### config.mk
export PLATFORM = sky130hd
export DESIGN_NAME = quad_decoder
export DESIGN_NICKNAME = d
export VERILOG_FILES = /design/src/rtl/quad_decoder.sv
export SDC_FILE = /design/constraint.sdc
export NUM_CORES = 1
export LEC_CHECK = 0
export CELL_PAD_IN_SITES_DETAIL_PLACEMENT = 1
export CELL_PAD_IN_SITES_GLOBAL_PLACEMENT = 1
export CORE_AREA = 3 3 40 42
export CTS_BUF_LIST = sky130_fd_sc_hd__clkbuf_8
export DETAILED_ROUTE_END_ITERATION = 10
export DIE_AREA = 0 0 43 45
export GPL_TIMING_DRIVEN = 0
export PLACE_DENSITY = 0.63
export REMOVE_ABC_BUFFERS = 1
export SYNTH_ARGS = -nofsm -noshare
export SYNTH_HDL_FRONTEND = slang
export SYNTH_SLANG_ARGS = --single-unit
export TNS_END_PERCENT = 5
### constraint.sdc
create_clock -name clk -period 1.8 [get_ports clk]
set_clock_uncertainty 0.2 [all_clocks]
set_input_delay 0.54 -clock clk [delete_from_list [all_inputs] [get_ports clk]]
set_output_delay 0.54 -clock clk [all_outputs]
set_load 0.02 [all_outputs]
### src/rtl/quad_decoder.sv
// Quadrature decoder: 2-flop synchronizers, optional glitch filter, one-cycle up/down pulses.
// Define QUAD_GLITCH_FILTER_EN to insert a FILTER_CYCLES stability filter on each channel.
module quad_decoder #(
   parameter int FILTER_CYCLES = 4
) (
   input  logic clk,
   input  logic reset,
   input  logic a_in,
   input  logic b_in,
   input  logic enable,
   input  logic err_clr,
   output logic up,
   output logic down,
   output logic dir,
   output logic err
);

   if (FILTER_CYCLES < 2 || FILTER_CYCLES > 15) begin : g_bad_filter_cycles
      $error("quad_decoder: FILTER_CYCLES must be in 2..15");
   end

   logic a_meta, a_sync;
   logic b_meta, b_sync;

   always_ff @(posedge clk) begin
      if (reset) begin
         a_meta <= 1'b0;
         a_sync <= 1'b0;
         b_meta <= 1'b0;
         b_sync <= 1'b0;
      end else begin
         a_meta <= a_in;
         a_sync <= a_meta;
         b_meta <= b_in;
         b_sync <= b_meta;
      end
   end

   logic [1:0] cur;

`ifdef QUAD_GLITCH_FILTER_EN
   localparam int CW = 4;
   localparam logic [CW-1:0] CNT_LAST = CW'(FILTER_CYCLES - 1);

   logic [1:0]    acc;
   logic [CW-1:0] a_cnt, b_cnt;

   // A level is accepted after FILTER_CYCLES consecutive samples differing from acc;
   // falling back to the accepted level restarts the count.
   always_ff @(posedge clk) begin
      if (reset) begin
         acc   <= 2'b00;
         a_cnt <= '0;
         b_cnt <= '0;
      end else begin
         if (a_sync == acc[1]) begin
            a_cnt <= '0;
         end else if (a_cnt == CNT_LAST) begin
            acc[1] <= a_sync;
            a_cnt  <= '0;
         end else begin
            a_cnt <= a_cnt + 1'b1;
         end

         if (b_sync == acc[0]) begin
            b_cnt <= '0;
         end else if (b_cnt == CNT_LAST) begin
            acc[0] <= b_sync;
            b_cnt  <= '0;
         end else begin
            b_cnt <= b_cnt + 1'b1;
         end
      end
   end

   assign cur = acc;
`else
   assign cur = {a_sync, b_sync};
`endif

   logic [1:0] prev;
   logic       init_done;
   logic [1:0] chg;
   logic       single, step_fwd, step_rev, step_bad;

   // Gray order 00->01->11->10: moving forward flips B when A==B and flips A when A!=B.
   assign chg      = cur ^ prev;
   assign single   = chg[1] ^ chg[0];
   assign step_fwd = single & (chg[0] ^ prev[1] ^ prev[0]);
   assign step_rev = single & ~(chg[0] ^ prev[1] ^ prev[0]);
   assign step_bad = chg[1] & chg[0];

   always_ff @(posedge clk) begin
      if (reset) begin
         prev      <= 2'b00;
         init_done <= 1'b0;
         up        <= 1'b0;
         down      <= 1'b0;
         dir       <= 1'b0;
         err       <= 1'b0;
      end else begin
         up        <= 1'b0;
         down      <= 1'b0;
         prev      <= cur;
         init_done <= 1'b1;
         if (init_done && step_fwd) begin
            dir <= 1'b1;
            up  <= enable;
         end
         if (init_done && step_rev) begin
            dir  <= 1'b0;
            down <= enable;
         end
         // A new illegal step wins over a simultaneous clear.
         if (init_done && step_bad) begin
            err <= 1'b1;
         end else if (err_clr) begin
            err <= 1'b0;
         end
      end
   end

endmodule

==> flow_summary.ini, run 1 <==
[clock_network]
clock_latency_ps = 230
htreeDepth = 1
cts_setup_buffers = 0
cts_made_buffers = 3
postCtsHoldBufs = 0
cts_tree = built
clock_path_buffers = 2
clock-sinks = 11
clk_pin_slew_ps = 50
root_buffer = clkbuf_8

[sta]
relSlewSlack_pct = 79.1
tightest_slew_ps = 313
fin_crit_sh_pct = 90.0
finalSetupViolations = 0
holdWs_ps = 235
fin_ws_ps = 180
rsz0062_at_grt = false
fmax_mhz = 617
slew_violations = 0
setup_tns_ps = 0
hold_viol_final = 0
fin_crit_ps = 1620

[detailed_routing]
drc = 0
route.vias.total = 245
drtIter0Drc = 2
wl_per_cell_um = 8.98
final_antenna_net_count = 0
first_pass_iters = 4
drt_wl_total_um = 530
via_per_inst = 4.15

[power]
irDropWorstVdd_v = 0.000360
power.leakage_nw = 0.233
p_per_area_nw_per_um2 = 1050
finalPower_w = 0.000528

[floorplan]
die_area_um2 = 1940
core-area_um2 = 1280
ios = 10
fp.dieW_um = 43
start_util_pct = 27.6
die_h_um = 45
rows = 13

[logic_synthesis]
synthesis.area_um2 = 354
postSynthAreaPerCell_um2 = 11.4
synth_cell_types = 12
yosysWarnings = 0
ys_ff_latch = 11
synth_seq_area_share_pct = 62.2
syn_inst = 31

[critical_path]
worst-path-buf-inv = 1
start_kind = flop
crit_arrival_ps = 880
critPathMaxFanout = 2
critPathTopFamily = buffers and inverters
criticalPathCategory = reg2out
reg2reg_slack_ps = 380
required_ps = 1060
worstSetupEndpointType = primary output
path_cells = dlygate4sd2_1
slowest_delay_ps = 330
critPathSlowestCell = dlygate4sd2_1

[cells_and_area]
layout.nets = 52
n_antenna_cell = 0
drive_above_1_share_pct = 6.82
fin_area_um2 = 503
syn2layout_area_growth_pct = 42.0

[global_route]
antenna_found_initial = 0
grt_pass1_vias = 222
grtUsageTotal_pct = 6.44
grt_pass1_wl_um = 848
overflow = 0
grt_max_degree = 11

[run_status]
status = complete, no violations

[placement]
gp_congestion = 0.627
placed_area_um2 = 463
dp_hpwl_um = 413
port_buffers = 9
pre_cts_ws_ps = 17.1

[worst_hold_path]
hold_path_class = reg2reg

[run]
maxCapViolations = 0
## sequential cells by signal, summed over array words and instances, names as in the netlist
name,flops
down,1
dir,1
a_sync,1
b_meta,1
b_sync,1
up,1
prev,2
a_meta,1
init_done,1
err,1
## cells in the final DEF, fill, tap and decap left out, types with 2 or more instances in the layout
| cell | instances |
|---|---|
| clkdlybuf4s50_1 | 5 |
| nor2_1 | 2 |
| nor2b_1 | 6 |
| dlygate4sd2_1 | 4 |
| a21oi_1 | 2 |
| inv_1 | 2 |
| dfxtp_1 | 11 |
| xor2_1 | 3 |
| clkbuf_8 | 3 |
## final timing paths
path	from	endpoint	cells after the start
max	dir$_SDFFE_PP0P_	dir	1
min	b_meta$_SDFF_PP0_	b_sync$_SDFF_PP0_	1
max reg2reg	b_sync$_SDFF_PP0_	dir$_SDFFE_PP0P_	4
min reg2reg	b_meta$_SDFF_PP0_	b_sync$_SDFF_PP0_	1
## metal layers
| metal | vias up | track usage [%] | wire, um |
|---|---|---|---|
| met5 | - | 0 | 0 |
| met4 | 0 | 9.04 | 0 |
| met1 | 111 | 5.85 | 220 |
| met2 | 9 | 9.58 | 250 |
| li1 | 125 | - | - |
| met3 | 0 | 2.39 | 60 |
## power breakdown
group	switching, W	internal (W)
clock network	0.0000830	0.000149
registers	0.00000525	0.000254
logic	0.0000152	0.0000219
total	0.000103	0.000424
## synth_stat cells
cell type	count	area, um^2
ha_1	1	12.5
nand4b_1	1	8.76
xnor2_1	1	8.76
xor2_1	3	26.3
nor2_1	2	7.51
a311oi_1	1	8.76
nand2_1	1	3.75
inv_1	1	3.75
nor2b_1	6	37.5
a21oi_1	2	10.0
dfxtp_1	11	220
nand2b_1	1	6.26
## area by class of cell
cell class,count,area (um^2)
timing repair buffer,9,85.1
multi-input combinational,19,130
sequential,11,220
clock inverter,1,3.75
tap,15,18.8
clock buffer,3,41.3
fill,148,782
inverter,1,3.75
## what timing repair did
item                                   in CTS  in global routing
endpoints found under the hold margin       0                  0
setup endpoints to repair                   4                  0
gates resized for setup                     4                  0
## per-stage QoR
stage,util [%],std cells
finish,39.1,59
CTS,39.1,59
detailed placement,36.0,55
global route,39.1,59
floorplan,-,31
global placement,36.0,55
## cells by family after synthesis
logic type               share of synthesized area, %
AND/OR/NAND/NOR                                  18.0
AO/OA/AOI/OAI                                    5.30
buffers and inverters                            1.06
adder cells (fa/ha/maj)                          3.53
flip-flops                                       62.2
XOR/XNOR                                         9.90
Note: power is estimated with default switching activity, not from simulation.
==> run 2, diff against run 1 <==
==> constraint.sdc (replaced) <==
create_clock -name clk -period 1.8 [get_ports clk]
set_clock_uncertainty 0.2 [all_clocks]
set_input_delay 0.18 -clock clk [delete_from_list [all_inputs] [get_ports clk]]
set_output_delay 0.18 -clock clk [all_outputs]
set_load 0.02 [all_outputs]
==> flow_summary.ini, run 2 (synthesized netlist as in run 1, its figures left out) <==
[clock_network]
cts_resized = 0
cts_setup_buffers = 0
root_buffer = clkbuf_8
postCtsHoldBufs = 0
clk_pin_slew_ps = 50
clock_path_buffers = 2
htreeDepth = 1
cts_tree = built
cts_made_buffers = 3
clock_latency_ps = 230
clock-sinks = 11

[floorplan]
ios = 10
die_h_um = 45
rows = 13
die_area_um2 = 1940
fp.dieW_um = 43
core-area_um2 = 1280
start_util_pct = 27.6

[sta]
rsz0062_at_grt = false
hold_viol_final = 0
tightest_slew_ps = 313
slew_violations = 0
fin_crit_sh_pct = 85.2
setup_tns_ps = 0
fmax_mhz = 652
fin_crit_ps = 1530
finalSetupViolations = 0
relSlewSlack_pct = 79.1
fin_ws_ps = 267

[detailed_routing]
drc = 0
drtIter0Drc = 2
via_per_inst = 4.15
route.vias.total = 245
first_pass_iters = 4
drt_wl_total_um = 529
final_antenna_net_count = 0
wl_per_cell_um = 8.97

[cells_and_area]
n_antenna_cell = 0
layout.nets = 52
largest_register_ffs = 2
layout_commonest_cell = dfxtp_1
drive_above_1_share_pct = 6.82
top_register = prev
mostFrequentLayoutCells = dfxtp_1 (11), clkdlybuf4s50_1 (9), nor2b_1 (6)
syn2layout_area_growth_pct = 43.5

[power]
power.leakage_nw = 0.214
irDropWorstVdd_v = 0.000361
finalPower_w = 0.000530
p_per_area_nw_per_um2 = 1040

[placement]
gp_congestion = 0.627
dp_hpwl_um = 413
pre_cts_ws_ps = 375
port_buffers = 9

[global_route]
antenna_found_initial = 0
grt_pass1_vias = 216
grt_pass1_wl_um = 821
overflow = 0
grtUsageTotal_pct = 6.27
grt_max_degree = 11

[worst_hold_path]
hold_path_class = reg2reg

[critical_path]
criticalPathCategory = reg2out
worst-path-buf-inv = 1
path_cells = clkdlybuf4s50_1
critPathSlowestCell = clkdlybuf4s50_1
worstSetupEndpointType = primary output
start_kind = flop
slowest_delay_ps = 600
crit_arrival_ps = 1150
critPathTopFamily = buffers and inverters
critPathMaxFanout = 2
required_ps = 1420

[run_status]
status = complete, no violations

[run]
maxCapViolations = 0
run 2: cell types whose count changed in the layout (fill, tap and decap cells not counted):
| cell | previous run | this run |
|---|---|---|
| clkdlybuf4s50_1 | 5 | 9 |
| dlygate4sd2_1 | 4 | 0 |
run 2: layer usage:
layer / global-route usage [%] / wire length (um) / up-vias / share of wire, %
li1: - / - / 125 / -
met1: 5.85 / 221 / 111 / 42
met2: 9.58 / 250 / 9 / 47
met3: 1.59 / 58 / 0 / 11
met4: 9.04 / 0 / 0 / 0
met5: 0 / 0 / - / 0
run 2: final cells by class:
class | count | area, um^2
Clock inverter | 1 | 3.75
Inverter | 1 | 3.75
Tap cell | 15 | 18.8
Fill cell | 145 | 777
Sequential cell | 11 | 220
Clock buffer | 3 | 41.3
Multi-Input combinational cell | 19 | 130
Timing Repair Buffer | 9 | 90.1
run 2: report_power, final:
part / internal (W) / switching [W] / total [W]
clock: 0.000149 / 0.0000830 / 0.000232
combinational: 0.0000239 / 0.0000152 / 0.0000391
sequential: 0.000254 / 0.00000537 / 0.000259
total: 0.000426 / 0.000104 / 0.000530
run 2: per-stage QoR:
stage / utilization [%] / instances / hold slack, ps / instance area (um^2)
finish: 39.5 / 59 / 235 / 508
global route: 39.5 / 59 / 260 / 508
CTS: 39.5 / 59 / 241 / 508
detailed placement: 36.0 / 55 / 230 / 463
global placement: 36.0 / 55 / 221 / 463
floorplan: - / 31 / 36.5 / 354
run 2: final timing paths:
kind | endpoint | start | depth (start not counted) | slack, ps
max reg2reg | dir$_SDFFE_PP0P_ | b_sync$_SDFF_PP0_ | 4 | 380
min | b_sync$_SDFF_PP0_ | b_meta$_SDFF_PP0_ | 1 | 230
max | dir | dir$_SDFFE_PP0P_ | 1 | 270
min reg2reg | b_sync$_SDFF_PP0_ | b_meta$_SDFF_PP0_ | 1 | 230
